--- src/rtl/s7_iserdes.sv ---
// s7_iserdes: single-lane LVDS receiver front end with synchronizer, tap delay, deserializer and bitslip word aligner
module s7_iserdes #(
    parameter int         DELAY_TAPS    = 4,
    parameter int         S_WIDTH       = 8,
    parameter logic [7:0] ALIGN_PATTERN = 8'hF0,
    parameter int         LOCK_COUNT    = 4
) (
    input  logic               sys_clk,
    input  logic               sys_rst,
    input  logic               rx_p,
    input  logic               rx_n,
    output logic               data_delayed,
    output logic [S_WIDTH-1:0] data_out,
    output logic               data_valid,
    output logic               locked,
    output logic [3:0]         slip_count
);
    typedef enum logic [1:0] {SEARCH, SLIP, SETTLE, LOCKED} state_t;

    localparam logic [2:0]         LAST_BIT  = 3'(S_WIDTH - 1);
    localparam logic [3:0]         LAST_SLIP = 4'(S_WIDTH - 1);
    localparam logic [3:0]         LOCK_LAST = 4'(LOCK_COUNT - 1);
    localparam logic [S_WIDTH-1:0] PAT       = ALIGN_PATTERN[S_WIDTH-1:0];

    logic                  rx_bit, s1_q;
    logic [DELAY_TAPS:0]   dl_q;
    logic [S_WIDTH-2:0]    sr_q;
    logic [S_WIDTH-1:0]    sr_d, data_q;
    logic [2:0]            bit_cnt_q;
    logic [3:0]            slip_cnt_q, match_q, match_d;
    logic                  valid_q, settle_q, settle_d, miss_q, miss_d, slip, hit;
    state_t                state_q, state_d;

    // An invalid differential pair (equal legs) keeps the previously resolved bit.
    assign rx_bit       = (rx_p != rx_n) ? rx_p : s1_q;
    assign data_delayed = dl_q[DELAY_TAPS];
    assign sr_d         = {sr_q, data_delayed};
    assign data_out     = data_q;
    assign data_valid   = valid_q;
    assign slip_count   = slip_cnt_q;
    assign slip         = state_q == SLIP;
    assign locked       = state_q == LOCKED;
    assign hit          = data_q == PAT;

    // Two-stage synchronizer feeding the delay line; dl_q[0] is the second sync stage.
    always_ff @(posedge sys_clk or posedge sys_rst) begin
        if (sys_rst) begin
            s1_q <= 1'b0;
            dl_q <= '0;
        end else begin
            s1_q    <= rx_bit;
            dl_q[0] <= s1_q;
            for (int i = 1; i <= DELAY_TAPS; i++) dl_q[i] <= dl_q[i-1];
        end
    end

    // Deserializer; a slip cycle freezes the bit counter so the word boundary moves one bit later.
    always_ff @(posedge sys_clk or posedge sys_rst) begin
        if (sys_rst) begin
            sr_q       <= '0;
            data_q     <= '0;
            bit_cnt_q  <= '0;
            valid_q    <= 1'b0;
            slip_cnt_q <= '0;
        end else begin
            sr_q    <= sr_d[S_WIDTH-2:0];
            valid_q <= !slip && bit_cnt_q == LAST_BIT;
            if (slip) begin
                slip_cnt_q <= (slip_cnt_q == LAST_SLIP) ? 4'd0 : slip_cnt_q + 4'd1;
            end else if (bit_cnt_q == LAST_BIT) begin
                bit_cnt_q <= '0;
                data_q    <= sr_d;
            end else begin
                bit_cnt_q <= bit_cnt_q + 3'd1;
            end
        end
    end

    // Aligner state registers.
    always_ff @(posedge sys_clk or posedge sys_rst) begin
        if (sys_rst) begin
            state_q  <= SEARCH;
            match_q  <= '0;
            settle_q <= 1'b0;
            miss_q   <= 1'b0;
        end else begin
            state_q  <= state_d;
            match_q  <= match_d;
            settle_q <= settle_d;
            miss_q   <= miss_d;
        end
    end

    // Aligner next state: search for LOCK_COUNT hits, slip on a miss, drop lock after two misses in a row.
    always_comb begin
        state_d  = state_q;
        match_d  = match_q;
        settle_d = settle_q;
        miss_d   = miss_q;
        case (state_q)
            SEARCH: if (valid_q) begin
                if (hit) begin
                    match_d = match_q + 4'd1;
                    state_d = (match_q == LOCK_LAST) ? LOCKED : SEARCH;
                end else begin
                    match_d = '0;
                    state_d = SLIP;
                end
            end
            SLIP: begin
                state_d  = SETTLE;
                settle_d = 1'b0;
            end
            SETTLE: if (valid_q) begin
                settle_d = 1'b1;
                state_d  = settle_q ? SEARCH : SETTLE;
            end
            LOCKED: if (valid_q) begin
                miss_d = !hit;
                if (!hit && miss_q) begin
                    state_d = SEARCH;
                    match_d = '0;
                    miss_d  = 1'b0;
                end
            end
            default: state_d = SEARCH;
        endcase
    end
endmodule

--- config.mk ---
export PLATFORM = sky130hd
export DESIGN_NAME = s7_iserdes
export DESIGN_NICKNAME = d
export VERILOG_FILES = /design/src/rtl/s7_iserdes.sv
export SDC_FILE = /design/constraint.sdc
export NUM_CORES = 1
export LEC_CHECK = 0
export ABC_AREA = 1
export ABC_CLOCK_PERIOD_IN_PS = 1610
export CAP_MARGIN = 20
export CORE_MARGIN = 2
export CORE_UTILIZATION = 40
export DETAILED_ROUTE_END_ITERATION = 8
export PLACE_DENSITY_LB_ADDON = 0.08
export REMOVE_ABC_BUFFERS = 1
export SETUP_SLACK_MARGIN = 0.05
export SLEW_MARGIN = 20
export SYNTH_ARGS = -nofsm -noshare
export SYNTH_HDL_FRONTEND = slang
export SYNTH_SLANG_ARGS = --single-unit
--- constraint.sdc ---
create_clock -name sys_clk -period 1.61 [get_ports sys_clk]
set_input_delay 0.322 -clock sys_clk [delete_from_list [all_inputs] [get_ports sys_clk]]
set_output_delay 0.322 -clock sys_clk [all_outputs]
set_load 0.005 [all_outputs]
==> reports/metrics.yaml, run 1 <==
regToRegSetupSlack_ps: 300
syn_std_cell_area_mm2: 0.00156
grt_util_all_layers: 0.162
first_iter_violations: 74
critical_path.cell_chain: "clkdlybuf4s50_1"
critPathMaxStageDelay_ps: 520
area_of_the_core_region_mm2: 0.00372
switching_share: 0.346
initial_core_util: 0.420
maxCapViolCount: 0
share_comb_of_total_power: 0.350
r2r_cells: 7
path_max_fanout: 3
worst_ep_required_time_ps: 1290
clkTransAtPathRegs_ps: 70
post-route-util: 0.527
p_total_w: 0.00294
hpwl_mm: 1.97
synthDistinctLibCells: 20
grt_setup_unrepaired: "true"
cts-buffers-inserted: 5
timing.setup.tns_ps: 0
critical_path_class: "reg -> out"
cts.sinks: 37
critical_path.startpoint_type: "flop"
busiest_layer: "met2"
synth-seq-area-share: 0.593
hold_violations: 0
max-clock-path-buffers: 2
finalCriticalPeriod_ps: 1520
clock_tree.htree_level_count: 2
globalRouteOverflowTotal: 0
clockPowerShare: 0.217
tritoncts_clock_tree: "yes"
worstHoldPathType: "reg -> reg"
placement.cell_area_mm2: 0.00183
fmax_mhz: 658
worst-endpoint-arrival_ps: 1200
gpl.final_weighted_congestion: 0.794
final_net_count: 211
layout.cells.most_common_list: "sky130_fd_sc_hd__nand2_1 (66), sky130_fd_sc_hd__dfrtp_1 (37), sky130_fd_sc_hd__clkdlybuf4s50_1 (15), sky130_fd_sc_hd__inv_1 (14), sky130_fd_sc_hd__nand3_1 (13)"
detailedRoute.firstPassIterationCount: 4
first_global_vias: 1194
number_of_antenna_violations_at_the_first_check_in_global_routing: 0
placement.io_buffers: 18
cts_root_buffer_type: "sky130_fd_sc_hd__clkbuf_8"
p_switching_w: 0.00102
period_share: 0.945
seq_power_share: 0.433
ir_drop_v: 0.000591
grt_max_degree: 38
met2_usage: 0.259
leakagePower_nw: 0.965
r2r_start: "bit_cnt_q[0]"
final_common_cell: "sky130_fd_sc_hd__nand2_1"
number_of_routed_nets_with_antenna_violations: 0
die_area_mm2: 0.00442
intPower_w: 0.00192
routed_wirelength_mm: 2.82
layout_area_growth_over_synthesis_pct: 25.4
fin_skew_ps: 4.18
worst_setup_path_startpoint: "data_valid"
chipHeight_um: 66.5
crit_cells: 1
grtUsageMet1: 0.195
antennaDiodeCount: 0
die_w_um: 66.5
drive_above_1_share: 0.142
postSynthCellCount: 171
synth.ff_latch_count: 37
drcViolationCount: 0
design.portCount: 19
num_rows: 22
final_area_mm2: 0.00196
crit_path_leading_delay_family: "buffers and inverters"
critPathSlowestCell: "sky130_fd_sc_hd__clkdlybuf4s50_1"
insertion_delay_ps: 290
final_max_slew_violation_count: 0
outcome: "complete, no violations"
syn_avg_cell_area_um2: 9.12
vias: 1151
routed_wire_length_per_instance_um: 11.2
via_per_inst: 4.57
critical_path.n_buffers_inverters: 1
worst-slew-pin-transition_ps: 296
reg2reg_to: "data_out[7]"
ys_warn_count: 0
hold_buffers: 0
first_pass_grt_wire_length_mm: 5.23
power_density_over_the_cells_mw_per_mm2: 1500
endpoint_kind: "primary output"
timing.critical_path.to: "data_valid"
gr-usage-met3: 0.0405
timing.max_slew.rel_slack: 0.803
final-setup-viol-count: 0
[synthesized netlist by cell type (all sizes together)]
library cell	n	area share
o21ai	6	0.019
o211ai	1	0.0048
a21oi	1	0.0032
nand2	70	0.18
o21a	1	0.0048
nor2	17	0.063
nand4	1	0.0040
clkinv	1	0.0032
xnor2	1	0.0056
dfrtp	37	0.59
ha	4	0.032
inv	18	0.047
nand3	13	0.042
[worst min path at each step]
| stage | to | depth (start not counted) | slack (ps) | from |
|---|---|---|---|---|
| floorplan | dl_q[1] | 0 | 330 | dl_q[0] |
| global placement | dl_q[4] | 0 | 340 | dl_q[3] |
| detailed placement | dl_q[4] | 0 | 340 | dl_q[3] |
| CTS | dl_q[4] | 0 | 350 | dl_q[3] |
| global route | dl_q[4] | 0 | 360 | dl_q[3] |
| finish | dl_q[4] | 0 | 350 | dl_q[3] |
[cell families (layout without fill, tap and decap cells)]
kind of cell / after synthesis / after routing / synth area share
AND/OR/NAND/NOR: 101 / 101 / 0.287
flip-flops: 37 / 37 / 0.593
buffers and inverters: 19 / 52 / 0.0497
AO/OA/AOI/OAI: 9 / 9 / 0.0321
adder cells (fa/ha/maj): 4 / 4 / 0.0321
XOR/XNOR: 1 / 1 / 0.00561
[flip-flops by register name, summed over array words and instances, names as in the netlist]
signal      flops
state_q         2
dl_q            5
match_q         4
slip_count      4
data_out        8
miss_q          1
sr_q            7
settle_q        1
bit_cnt_q       3
data_valid      1
s1_q            1
[layer usage]
layer	up-vias	routed length, um
met1	533	1240
met2	18	1400
met4	0	63
met5	-	0
met3	7	112
li1	593	-
[through the flow]
stage,cells,hold WS (ps),setup slack [ps]
after floorplan,171,331,432
after global placement,239,336,196
after detailed placement,239,336,181
after CTS,248,352,59.6
after global routing,252,359,34.3
final,252,351,89.3
[area by class of cell]
class	count	area, um2
Clock buffer	6	72.6
Clock inverter	2	15.0
Fill cell	365	1760
Inverter	19	77.6
Multi-Input combinational cell	115	557
Sequential cell	37	926
Tap cell	48	60.1
Timing Repair Buffer	25	249
[power groups by stage]
stage	clock (W)	combinational, W	sequential [W]
3_3_place_gp	0	0.000996	0.00130
2_1_floorplan	0	0.000581	0.00131
3_5_place_dp	0	0.00102	0.00131
5_1_grt	0.000710	0.00119	0.00131
4_1_cts	0.000659	0.00104	0.00128
6_report	0.000637	0.00103	0.00128
[timing repair]
item / 4_1_cts / 5_1_grt
setup buffers: 1 / 4
gates cloned: 0 / 0
setup endpoints to repair: 1 / 6
gates resized for setup: 1 / 2
Power figures use the tool's default switching activity.
==> run 2, diff against run 1 <==
Settings changed: SKIP_CTS_REPAIR_TIMING set to 1.
==> reports/metrics.yaml, run 2 (synthesized netlist as in run 1, its figures left out) <==
outcome: "complete, no violations"
grt_setup_unrepaired: "false"
fin_skew_ps: 4.18
placement.io_buffers: 18
fillCellCount: 365
numPlacedInstances: 239
critPathMaxStageDelay_ps: 520
maxCapViolCount: 0
final_max_slew_violation_count: 0
gpl.final_weighted_congestion: 0.794
area_of_the_core_region_mm2: 0.00372
tritoncts_clock_tree: "yes"
worstHoldPathType: "reg -> reg"
critical_path.cell_chain: "clkdlybuf4s50_1"
critPathSlowestCell: "sky130_fd_sc_hd__clkdlybuf4s50_1"
final_common_cell: "sky130_fd_sc_hd__nand2_1"
p_total_w: 0.00293
first_iter_violations: 65
worst_ep_required_time_ps: 1290
layout_area_growth_over_synthesis_pct: 25.4
worst-endpoint-arrival_ps: 1200
antennaDiodeCount: 0
first_global_vias: 1182
grt_max_degree: 38
via_per_inst: 4.56
vias: 1145
globalRouteOverflowTotal: 0
drcViolationCount: 0
cts-buffers-inserted: 5
final.setup.worst_slack_ps: 91.4
power_density_over_the_cells_mw_per_mm2: 1500
stdcell_count: 251
design.portCount: 19
timing.max_slew.rel_slack: 0.803
drive_above_1_share: 0.143
die_w_um: 66.5
clkTransAtPathRegs_ps: 70
cts.sinks: 37
insertion_delay_ps: 290
finalCriticalPeriod_ps: 1520
post-route-util: 0.527
die_area_mm2: 0.00442
routed_wire_length_per_instance_um: 11.2
endpoint_kind: "primary output"
critical_path_class: "reg -> out"
place_worst_setup_slack_ps: 181
hpwl_mm: 1.97
cts_root_buffer_type: "sky130_fd_sc_hd__clkbuf_8"
worst-slew-pin-transition_ps: 295
max-clock-path-buffers: 2
num_rows: 22
leakagePower_nw: 0.990
chipHeight_um: 66.5
fmax_mhz: 658
final_net_count: 210
largest_register_ff_count: 8
initial_core_util: 0.420
detailedRoute.firstPassIterationCount: 4
ir_drop_v: 0.000591
grt_util_all_layers: 0.161
critical_path.startpoint_type: "flop"
number_of_antenna_violations_at_the_first_check_in_global_routing: 0
layout.cells.most_common_list: "sky130_fd_sc_hd__nand2_1 (66), sky130_fd_sc_hd__dfrtp_1 (36), sky130_fd_sc_hd__inv_1 (14), sky130_fd_sc_hd__clkdlybuf4s50_1 (14), sky130_fd_sc_hd__nand3_1 (13)"
routed_wirelength_mm: 2.80
number_of_routed_nets_with_antenna_violations: 0
hold_violations: 0
critical_path.n_buffers_inverters: 1
path_max_fanout: 3
crit_path_leading_delay_family: "buffers and inverters"
period_share: 0.943
clock_tree.htree_level_count: 2
first_pass_grt_wire_length_mm: 5.19
final-setup-viol-count: 0
holdWs_ps: 351
run 2: cell count changes in the layout (fill, tap and decap cells not counted):
cell                              delta
sky130_fd_sc_hd__dlymetal6s2s_1      +2
sky130_fd_sc_hd__buf_4               -1
sky130_fd_sc_hd__clkdlybuf4s50_1     -1
sky130_fd_sc_hd__dfrtp_1             -1
sky130_fd_sc_hd__dfrtp_2             +1
sky130_fd_sc_hd__dlygate4sd2_1       -1
run 2: through the flow:
stage                     cell area, um2  TNS (ps)
after detailed placement            1830         0
after global placement              1830         0
final                               1960         0
after global routing                1960         0
after floorplan                     1560         0
after CTS                           1920      -142
run 2: power breakdown:
part	switching [W]	internal, W
clock	0.000332	0.000304
combinational	0.000546	0.000467
sequential	0.000137	0.00115
run 2: routing by layer:
metal	wire, um	part of all wire	vias up	global-route usage
met5	0	0	-	0
met1	1230	0.44	529	0.195
li1	-	-	591	-
met3	112	0.040	7	0.0405
met2	1390	0.50	18	0.255
met4	63	0.022	0	0.0995
run 2: area by class of cell:
class	count	area, um2	share of cell area
well taps	48	60.1	0.0307
clock inverters	2	15.0	0.00767
inverters	19	77.6	0.0396
flip-flops and latches	37	927	0.474
repair buffers	24	248	0.127
clock buffers	6	72.6	0.0371
multi-input cells	115	557	0.285
run 2: worst paths after layout:
kind	from	slack [ps]	cells after the start	end
min	dl_q[3]	350	0	dl_q[4]
max in group asynchronous	sys_rst	1030	3	state_q[0]
min reg2reg	dl_q[3]	350	0	dl_q[4]
min in group asynchronous	sys_rst	390	3	data_valid
max	slip_count[2]	90	1	slip_count[2]
max reg2reg	bit_cnt_q[0]	310	7	data_out[7]
